===== config.mk =====
export PLATFORM = sky130hd
export DESIGN_NAME = ssd_multi_digit_driver
export DESIGN_NICKNAME = d
export VERILOG_FILES = /design/src/rtl/ssd_pkg.sv /design/src/rtl/ssd_bin2bcd_seq.sv /design/src/rtl/ssd_multi_digit_driver.sv
export SDC_FILE = /design/constraint.sdc
export NUM_CORES = 1
export LEC_CHECK = 0
export ABC_AREA = 1
export ABC_CLOCK_PERIOD_IN_PS = 2200
export CORE_UTILIZATION = 38
export DETAILED_ROUTE_END_ITERATION = 7
export DONT_BUFFER_PORTS = 1
export PLACE_DENSITY = 0.64
export SYNTH_ARGS = -nofsm -noshare
export SYNTH_HDL_FRONTEND = slang
export SYNTH_SLANG_ARGS = --single-unit

===== constraint.sdc =====
create_clock -name SSDClk -period 2.2 [get_ports SSDClk]
set_input_delay 0.55 -clock SSDClk [delete_from_list [all_inputs] [get_ports SSDClk]]
set_output_delay 0.55 -clock SSDClk [all_outputs]
set_load 0.005 [all_outputs]

===== src/rtl/ssd_pkg.sv =====
// ssd_pkg: shared definitions for the multi-digit seven-segment driver.
//   - Active-low segment glyphs, bit6 = a ... bit0 = g.
//   - Conversion FSM state enum shared by the BCD engine.
//   - glyph(): maps a BCD nibble to its segment pattern.
package ssd_pkg;

    localparam logic [6:0] SEG_0     = 7'b0000001;
    localparam logic [6:0] SEG_1     = 7'b1001111;
    localparam logic [6:0] SEG_2     = 7'b0010010;
    localparam logic [6:0] SEG_3     = 7'b0000110;
    localparam logic [6:0] SEG_4     = 7'b1001100;
    localparam logic [6:0] SEG_5     = 7'b0100100;
    localparam logic [6:0] SEG_6     = 7'b0100000;
    localparam logic [6:0] SEG_7     = 7'b0001111;
    localparam logic [6:0] SEG_8     = 7'b0000000;
    localparam logic [6:0] SEG_9     = 7'b0000100;
    localparam logic [6:0] SEG_MINUS = 7'b1111110;
    localparam logic [6:0] SEG_BLANK = 7'b1111111;

    typedef enum logic [1:0] {
        IDLE,
        CONVERT,
        COMMIT
    } conv_state_t;

    // Non-decimal nibbles cannot occur after a valid double-dabble run;
    // they fall back to a dark digit rather than a misleading pattern.
    function automatic logic [6:0] glyph(input logic [3:0] nibble);
        case (nibble)
            4'd0:    glyph = SEG_0;
            4'd1:    glyph = SEG_1;
            4'd2:    glyph = SEG_2;
            4'd3:    glyph = SEG_3;
            4'd4:    glyph = SEG_4;
            4'd5:    glyph = SEG_5;
            4'd6:    glyph = SEG_6;
            4'd7:    glyph = SEG_7;
            4'd8:    glyph = SEG_8;
            4'd9:    glyph = SEG_9;
            default: glyph = SEG_BLANK;
        endcase
    endfunction

endpackage


===== src/rtl/ssd_bin2bcd_seq.sv =====
// ssd_bin2bcd_seq: sequential double-dabble binary-to-BCD converter.
//   clk    : clock
//   rst    : synchronous active-low reset
//   start  : load bin_in and begin a conversion (honoured only when idle)
//   bin_in : unsigned binary magnitude
//   busy   : high from the cycle after start until the result is handed over
//   done   : one-cycle strobe; bcd is valid and stable while it is high
//   bcd    : packed BCD result, digit 0 in bits [3:0]
// One bit is consumed per CONVERT cycle, followed by a single COMMIT cycle,
// so busy lasts IN_WIDTH+1 cycles.
module ssd_bin2bcd_seq
    import ssd_pkg::*;
#(
    parameter int IN_WIDTH   = 13,
    parameter int BCD_DIGITS = (IN_WIDTH + 3) / 3
) (
    input  logic                    clk,
    input  logic                    rst,
    input  logic                    start,
    input  logic [IN_WIDTH-1:0]     bin_in,
    output logic                    busy,
    output logic                    done,
    output logic [4*BCD_DIGITS-1:0] bcd
);

    localparam int CNT_W = (IN_WIDTH > 1) ? $clog2(IN_WIDTH) : 1;

    conv_state_t             state;
    conv_state_t             state_next;
    logic [IN_WIDTH-1:0]     bin_sr;
    logic [4*BCD_DIGITS-1:0] bcd_sr;
    logic [4*BCD_DIGITS-1:0] bcd_adj;
    logic [CNT_W-1:0]        count;

    always_ff @(posedge clk) begin
        if (!rst) begin
            state <= IDLE;
        end else begin
            state <= state_next;
        end
    end

    always_comb begin
        state_next = state;
        case (state)
            IDLE:    if (start) state_next = CONVERT;
            CONVERT: if (count == CNT_W'(IN_WIDTH - 1)) state_next = COMMIT;
            COMMIT:  state_next = IDLE;
            default: state_next = IDLE;
        endcase
    end

    // Add-3 correction keeps every nibble decimal once it is doubled.
    always_comb begin
        bcd_adj = bcd_sr;
        for (int i = 0; i < BCD_DIGITS; i++) begin
            if (bcd_sr[4*i +: 4] >= 4'd5) begin
                bcd_adj[4*i +: 4] = bcd_sr[4*i +: 4] + 4'd3;
            end
        end
    end

    always_ff @(posedge clk) begin
        if (!rst) begin
            bin_sr <= '0;
            bcd_sr <= '0;
            count  <= '0;
        end else begin
            case (state)
                IDLE: begin
                    if (start) begin
                        bin_sr <= bin_in;
                        bcd_sr <= '0;
                        count  <= '0;
                    end
                end
                CONVERT: begin
                    bcd_sr <= {bcd_adj[4*BCD_DIGITS-2:0], bin_sr[IN_WIDTH-1]};
                    bin_sr <= {bin_sr[IN_WIDTH-2:0], 1'b0};
                    count  <= count + CNT_W'(1);
                end
                default: begin
                end
            endcase
        end
    end

    assign busy = (state != IDLE);
    assign done = (state == COMMIT);
    assign bcd  = bcd_sr;

endmodule


===== src/rtl/ssd_multi_digit_driver.sv =====
// ssd_multi_digit_driver: binary value to multiplexed common-anode display.
//   SSDClk      : display clock
//   rst         : synchronous active-low reset
//   value       : binary value to show
//   value_valid : load request, ignored while busy
//   signed_mode : value is two's complement (sampled with value_valid)
//   blank_lz    : blank leading zeros (live)
//   busy        : conversion in progress
//   overflow    : last committed value needed more digits than exist
//   Anode       : one-hot active-low digit enables, digit 0 rightmost
//   LED_out     : active-low segments, bit6 = a ... bit0 = g
module ssd_multi_digit_driver
    import ssd_pkg::*;
#(
    parameter int NUM_DIGITS   = 4,
    parameter int IN_WIDTH     = 13,
    parameter int REFRESH_BITS = 17
) (
    input  logic                  SSDClk,
    input  logic                  rst,
    input  logic [IN_WIDTH-1:0]   value,
    input  logic                  value_valid,
    input  logic                  signed_mode,
    input  logic                  blank_lz,
    output logic                  busy,
    output logic                  overflow,
    output logic [NUM_DIGITS-1:0] Anode,
    output logic [6:0]            LED_out
);

    localparam int BCD_DIGITS = (IN_WIDTH + 3) / 3;
    localparam int EXT_DIGITS = (NUM_DIGITS > BCD_DIGITS) ? NUM_DIGITS : BCD_DIGITS;
    localparam int SEL_W      = (NUM_DIGITS > 1) ? $clog2(NUM_DIGITS) : 1;
    localparam int IDX_W      = $clog2(EXT_DIGITS + NUM_DIGITS + 2);

    logic                    start;
    logic [IN_WIDTH-1:0]     magnitude;
    logic                    neg_in;
    logic                    neg_pend;
    logic                    done;
    logic [4*BCD_DIGITS-1:0] bcd;
    logic [4*EXT_DIGITS-1:0] bcd_ext;
    logic [IDX_W-1:0]        bcd_msd;
    logic [IDX_W-1:0]        required;

    logic [4*NUM_DIGITS-1:0] disp_digits;
    logic                    disp_neg;

    logic [REFRESH_BITS-1:0] refresh_cnt;
    logic [SEL_W-1:0]        digit_sel;
    logic [IDX_W-1:0]        disp_msd;
    logic [IDX_W-1:0]        sign_pos;
    logic [IDX_W-1:0]        sel_idx;
    logic [3:0]              cur_nibble;
    logic [6:0]              seg_next;

    assign start = value_valid && !busy;

    // Negating the most negative input wraps back to 2^(IN_WIDTH-1), which
    // is exactly the wanted magnitude when read as unsigned.
    always_comb begin
        if (signed_mode && value[IN_WIDTH-1]) begin
            magnitude = ~value + IN_WIDTH'(1);
            neg_in    = 1'b1;
        end else begin
            magnitude = value;
            neg_in    = 1'b0;
        end
    end

    ssd_bin2bcd_seq #(
        .IN_WIDTH   (IN_WIDTH),
        .BCD_DIGITS (BCD_DIGITS)
    ) u_bin2bcd (
        .clk    (SSDClk),
        .rst    (rst),
        .start  (start),
        .bin_in (magnitude),
        .busy   (busy),
        .done   (done),
        .bcd    (bcd)
    );

    // Positions needed = highest nonzero digit + 1 (at least one), plus the sign.
    always_comb begin
        bcd_ext                     = '0;
        bcd_ext[4*BCD_DIGITS-1:0]   = bcd;
        bcd_msd                     = '0;
        for (int i = 0; i < EXT_DIGITS; i++) begin
            if (bcd_ext[4*i +: 4] != 4'd0) bcd_msd = IDX_W'(i);
        end
        required = bcd_msd + IDX_W'(1) + IDX_W'(neg_pend);
    end

    // On overflow the previous digits are kept but hidden behind dashes.
    always_ff @(posedge SSDClk) begin
        if (!rst) begin
            neg_pend    <= 1'b0;
            overflow    <= 1'b0;
            disp_digits <= '0;
            disp_neg    <= 1'b0;
        end else begin
            if (start) neg_pend <= neg_in;
            if (done) begin
                if (required > IDX_W'(NUM_DIGITS)) begin
                    overflow <= 1'b1;
                end else begin
                    overflow    <= 1'b0;
                    disp_digits <= bcd_ext[4*NUM_DIGITS-1:0];
                    disp_neg    <= neg_pend;
                end
            end
        end
    end

    always_ff @(posedge SSDClk) begin
        if (!rst) begin
            refresh_cnt <= '0;
            digit_sel   <= '0;
        end else begin
            refresh_cnt <= refresh_cnt + REFRESH_BITS'(1);
            if (&refresh_cnt) begin
                digit_sel <= (digit_sel == SEL_W'(NUM_DIGITS - 1)) ? '0 : digit_sel + SEL_W'(1);
            end
        end
    end

    // With blanking the minus hugs the number; otherwise it sits leftmost.
    always_comb begin
        disp_msd = '0;
        for (int i = 0; i < NUM_DIGITS; i++) begin
            if (disp_digits[4*i +: 4] != 4'd0) disp_msd = IDX_W'(i);
        end
        sign_pos   = blank_lz ? disp_msd + IDX_W'(1) : IDX_W'(NUM_DIGITS - 1);
        sel_idx    = IDX_W'(digit_sel);
        cur_nibble = disp_digits[4*digit_sel +: 4];
        if (overflow) begin
            seg_next = SEG_MINUS;
        end else if (disp_neg && sel_idx == sign_pos) begin
            seg_next = SEG_MINUS;
        end else if (blank_lz && sel_idx != '0 && sel_idx > disp_msd) begin
            seg_next = SEG_BLANK;
        end else begin
            seg_next = glyph(cur_nibble);
        end
    end

    always_ff @(posedge SSDClk) begin
        if (!rst) begin
            Anode   <= '1;
            LED_out <= SEG_BLANK;
        end else begin
            Anode   <= ~(NUM_DIGITS'(1) << digit_sel);
            LED_out <= seg_next;
        end
    end

endmodule


; ---- Yosys cells after proc, flatten, opt, wreduce, memory -nomap -nowiden
; Memories as Yosys holds them, arrays and structs flattened.
; Cells that the tools add are included.
[word_totals]
reg_bits = 88
romBits = 112
out_inout_bits = 13
word_cells = 97
n_memories = 1
[memory_table]
columns = memory, depth, width, read_ports, rd_ports_with_merged_regs, wr, line
row1 = (name not given), 16, 7, 1, 0, 0, ssd_pkg.sv:29  ; case (nibble)
[op_classes]
add_sub_neg = 12
order_cmp = 7
n_eq_ne = 7
shift = 2
n_mux = 29
bitwise_logic = 4
reduce_logical = 22
[ops]
columns = operator, n
row1 = $mux 4, 11
row2 = $pmux 20 s2, 1
row3 = $reduce_bool 4->1, 7
row4 = $mux 13, 2
row5 = $pmux 13 s2, 1
row6 = $ge 4x3->1 const B, 5
row7 = $mux 20, 1
row8 = $add 17x1->17 const B, 1
row9 = $reduce_and 17->1, 1
row10 = $add 4x2->4 const B, 4
row11 = $shiftx 16x5->4, 1
row12 = $add 13x1->13 const B, 1
row13 = $not 13->13, 1
row14 = $add 4x1->4 const B, 3
row15 = $pmux 4 s2, 1
row16 = $mux 1, 7
row17 = $mux 2, 3
row18 = $reduce_and 2->1, 3
row19 = $reduce_bool 2->1, 3
row20 = $logic_and 1x1->1, 5
row21 = $add 4x1->4, 1
row22 = $eq 2x2->1 const B, 2
row23 = $eq 2x4->1, 1
row24 = $eq 4x4->1 const B, 1
row25 = other kinds (15), 16

; ---- Depth between registers and ports, before layout
[depth]
word_depth = 10
depth_mapped = 17

; ---- Cells and area by module
; From an unflattened synthesis, not the netlist that was laid out.
[hier_totals]
hier_cells = 683
area_unflattened_um2 = 4794.6
[modules_own_cells]
columns = mod, instances, cells_each, area_each_um2, seq_area_each_um2
row1 = ssd_multi_digit_driver, 1, 383, 2723.9, 980.9
row2 = ssd_bin2bcd_seq, 1, 300, 2070.7, 780.7

; ---- Worst setup path after synthesis
; OpenSTA, ideal clock, no wires.
[synth_path]
path_type = flip-flop to flip-flop
startpoint = register u_bin2bcd.bcd_sr[8] (netlist: u_bin2bcd.bcd[8])
endpoint = register disp_digits[12]
setup_time_ps = 118
arrival_ps = 2208
required_time_ps = 2082
path_slack_ps = -126
path_stages_with_launch = 18
path_cell_list = dfxtp_1 > inv_1 > ha_1 > inv_1 > or2_2 > nor2_1 > o21ai_0 > a31o_2 > ha_1 > inv_1 > ha_1 > inv_1 > nand2_1 > nand2_1 > o21ai_4 > buf_6 > o21ai_1 > a21oi_2
[synth_via]
elab_chain_cells = 9
[synth_rtl]
columns = item, line
row1 = from (decl), ssd_bin2bcd_seq.sv:31  ; logic [4*BCD_DIGITS-1:0] bcd_sr;
row2 = from (signal assigned), ssd_bin2bcd_seq.sv:78  ; bcd_sr <= {bcd_adj[4*BCD_DIGITS-2:0], bin_sr[IN_WIDTH-1]};
row3 = $reduce_bool 4->1, ssd_multi_digit_driver.sv:90  ; if (bcd_ext[4*i +: 4] != 4'd0) bcd_msd = IDX_W'(i);
row4 = $mux 4 (3 in a row), ssd_multi_digit_driver.sv:90
row5 = $add 4x1->4 (2 in a row), ssd_multi_digit_driver.sv:92  ; required = bcd_msd + IDX_W'(1) + IDX_W'(neg_pend);
row6 = $gt 4x3->1, ssd_multi_digit_driver.sv:105  ; if (required > IDX_W'(NUM_DIGITS)) begin
row7 = $not 1->1 (no source line), --
row8 = $reduce_and 2->1 (no source line), --
row9 = to (signal assigned), ssd_multi_digit_driver.sv:109  ; disp_digits <= bcd_ext[4*NUM_DIGITS-1:0];
row10 = to (decl), ssd_multi_digit_driver.sv:46  ; logic [4*NUM_DIGITS-1:0] disp_digits;
; No other way between the ends.
; A chain may end at the register's enable or synchronous reset.

; ---- Final worst setup path
[layout_path]
startpoint = register u_bin2bcd.bcd_sr[9] (netlist: u_bin2bcd.bcd[9])
endpoint = register disp_digits[12]
; Same word-level chain as after synthesis.

==> flow_summary.yaml <==
status:
  outcome: "complete, but fails checks"
  violations: "setup timing"
pwr:
  power_w: 0.00332
  power_density_mw_per_mm2: 591
  p_leak_nw: 2.34
  ir_drop_uv: 335
timing:
  finalWorstSetupSlack_ns: -0.157
  drv_slew: 0
  final.period_utilization_pct: 107
  hold_slack_ns: 0.301
  tightest_slew_ns: 0.543
  final_hold_viol_count: 0
  finalSetupViolations: 18
  max_slew_margin_pct: 63.8
  finalClockSkew_ns: 0.00649
  fmax_mhz: 424
  grt_setup_unrepaired: "yes"
  final.min_clock_period_ns: 2.36
floorplanning:
  core_mm2: 0.0121
  rows: 40
  dieHeight_um: 114
  pin_count: 31
  dieArea_mm2: 0.0130
  initial_utilization_pct: 39.4
  die_x_um: 114
place:
  routabilityCongestion: 0.780
  place_hpwl_mm: 7.20
  portBuffers: 0
  dp.cells: 835
route:
  drt_wl_total_mm: 10.2
  routedWlPerCell_um: 11.8
  drt_iter0_markers: 167
  ant_nets: 0
  vias_per_cell: 4.84
  vias: 4159
  drtPass1Iterations: 4
  drc: 0
cts:
  root_buffer: "clkbuf_16"
  insertion_delay_ns: 0.34
  clockBufferDepth: 2
  cts-htree-levels: 3
  cts_tree: "built"
  clkTransAtPathRegs_ns: 0.07
  clock_sinks: 88
  cts_buffers: 9
setup_path:
  cp-startpoint: "u_bin2bcd.bcd[9]$_SDFFE_PN0P_"
  arrival_ns: 2.59
  critPathMaxFanout: 8
  reg2reg_to: "disp_digits[12]$_SDFFE_PN0P_"
  endpoint_kind: "register"
  r2r_start: "u_bin2bcd.bcd[9]$_SDFFE_PN0P_"
  critical_path_class: "reg2reg"
  cp.required_ns: 2.44
  r2r_slack_ns: -0.16
  crit_chain: "inv_2 -> ha_4 -> inv_2 -> or2_4 -> nor2_4 -> o21ai_2 -> a31o_2 -> ha_4 -> inv_4 -> ha_4 -> inv_2 -> nand2_2 -> nand2_2 -> o21ai_4 -> buf_12 -> buf_12 -> o21ai_4 -> a21oi_2"
  worst_path_max_delay_cell: "dfxtp_2"
  crit_end: "disp_digits[12]$_SDFFE_PN0P_"
  slowest_delay_ns: 0.32
  r2r.worst_path.cells: 18
  worstSetupStartpointType: "register"
final_layout:
  n_antenna_cell: 0
  fill_cells: 1228
  fin_nets: 735
  stdcell_count: 860
  area_growth_syn_to_layout_pct: 17.8
  drive_above_1_share_pct: 19.2
yosys:
  yosys.area_share.simple_pct: 25.8
  post_synth.cell_area_avg_um2: 7.18
  syn_nets: 713
  synth_top_family_by_area: "simple AND/OR/NAND/NOR gates"
  synth_xor_xnor_area_share_pct: 0.734
  synth_top_area_share_pct: 36.9
  yosysSeqAreaShare_pct: 36.9
  synth_mux_area_share_pct: 0
  ys_types: 44
  syn_area_mm2: 0.00477
  synth-seq-cells: 88
  synthAdderAreaFrac_pct: 7.86
  synthTopCellsByArea: "dfxtp_1 37%, nand2_1 11%, ha_1 7.9%, inv_1 7.0%, a21oi_1 5.8%"
  syn_inst: 665
  synth-compound-area-share_pct: 18.1
  yosysTopAreaCell: "dfxtp_1"
  ys.warnings.count: 0
global_route:
  antenna_found_initial: 0
  grtUsageTotal_pct: 16.7
  grt_pass1_wl_mm: 17.7
  grt_pass1_vias: 3955
  grt_max_degree: 49
  overflow: 0
hold_path:
  hp-class: "in2reg"
flow_run:
  max_cap_viol_count: 0
==> layer usage <==
metal	part of all wire [%]	vias up	track usage (%)
met3	3.9	10	3.86
met5	0	-	0
met1	47	1873	20.5
met2	48	60	29.5
met4	1.1	0	4.42
li1	-	2216	-
==> logic make-up after synthesis <==
group | Yosys count
buffers and inverters | 123
xor gates and xnor gates | 4
DFF | 88
AOI/OAI and AO/OA | 150
and+or+nand+nor | 270
adders and majority gates | 30
==> worst min-delay path by stage <==
stage / slack, ns / from / cells after the start / endpoint
after global routing: 0.29 / rst / 1 / LED_out[0]$_SDFF_PN1_
after floorplan: 0.42 / refresh_cnt[0]$_SDFF_PN0_ / 1 / refresh_cnt[0]$_SDFF_PN0_
after global placement: 0.43 / refresh_cnt[0]$_SDFF_PN0_ / 1 / refresh_cnt[0]$_SDFF_PN0_
final: 0.30 / rst / 1 / LED_out[0]$_SDFF_PN1_
after CTS: 0.28 / rst / 1 / Anode[0]$_SDFF_PN1_
after detailed placement: 0.44 / refresh_cnt[0]$_SDFF_PN0_ / 1 / refresh_cnt[0]$_SDFF_PN0_
==> state kept, by name, indices dropped and copies added, names as in the netlist <==
name,count
neg_pend,1
disp_digits,16
digit_sel,2
u_bin2bcd.bcd,20
u_bin2bcd.state,2
disp_neg,1
u_bin2bcd.bin_sr,13
LED_out,7
u_bin2bcd.count,4
overflow,1
Anode,4
refresh_cnt,17
==> worst max-delay path, delay by kind of cell (launching register included) <==
kind,cells,cell delay [ns]
AO/OA/AOI/OAI,5,0.53
buffers and inverters,6,0.48
adder cells (fa/ha/maj),3,0.48
AND/OR/NAND/NOR,4,0.44
flip-flops,1,0.32
==> what timing repair did <==
item,4_1_cts,5_1_grt
setup endpoints to repair,18,19
pin swaps,8,10
hold buffers,0,0
endpoints found under the hold margin,0,0
setup buffers,3,4
cloned,2,1
gates resized for setup,15,10
==> cell usage in the layout (no fill, tap or decap), drive strengths merged <==
cell type    n
a211oi       1
a21oi       64
a22oi       10
a311oi       1
a31o         1
a31oi        4
and3         1
buf         30
clkbuf      10
clkinv       4
clkinvlp     2
dfxtp       88
ha          30
inv        104
nand2      141
nand3       49
nand3b       2
nand4        8
nor2        52
nor3        11
nor3b        1
o211a        1
o211ai       2
o21a         1
o21ai       58
o21bai       2
o221ai       1
o22ai        2
o31ai        1
o32ai        1
or2          5
xor2         4
==> report_power, final <==
group	total [W]	leakage [nW]	switching [W]	internal [W]
registers	0.00166	0.718	0.0000252	0.00163
clock network	0.00141	0.132	0.000645	0.000765
logic	0.000254	1.49	0.000167	0.0000876
total	0.00332	2.34	0.000837	0.00249
==> cell type report <==
type	instances	area (um2)	share of cell area, %
Tap cell	168	210	3.74
Clock buffer	9	225	4.01
Clock inverter	7	47.5	0.846
Sequential cell	88	1770	31.5
Multi-Input combinational cell	454	2660	47.3
Timing Repair Buffer	31	324	5.76
Inverter	103	389	6.92
==> stage by stage <==
| step | setup slack (ns) | area, um2 | utilization (%) | TNS, ns |
|---|---|---|---|---|
| floorplan | -0.0636 | 4860 | - | -0.530 |
| global placement | -0.119 | 5130 | 42.4 | -1.74 |
| detailed placement | -0.151 | 5130 | 42.4 | -2.11 |
| CTS | -0.138 | 5540 | 45.8 | -2.06 |
| global route | -0.254 | 5620 | 46.4 | -3.71 |
| finish | -0.157 | 5620 | 46.4 | -2.15 |
==> Yosys cell counts (all sizes together) <==
master	n
nand4	8
o31ai	1
o211ai	2
buf	14
and3	1
clkbuf	6
o22ai	2
o32ai	1
nand2	141
or2	5
o211a	1
o21bai	2
nor3	11
a311oi	1
xor2	4
a31o	1
a211oi	1
a22oi	10
a21oi	64
a31oi	4
ha	30
dfxtp	88
nor2	52
nand3b	2
nor3b	1
inv	103
o221ai	1
o21ai	58
o21a	1
nand3	49
Note: power is estimated with default switching activity, not from simulation.
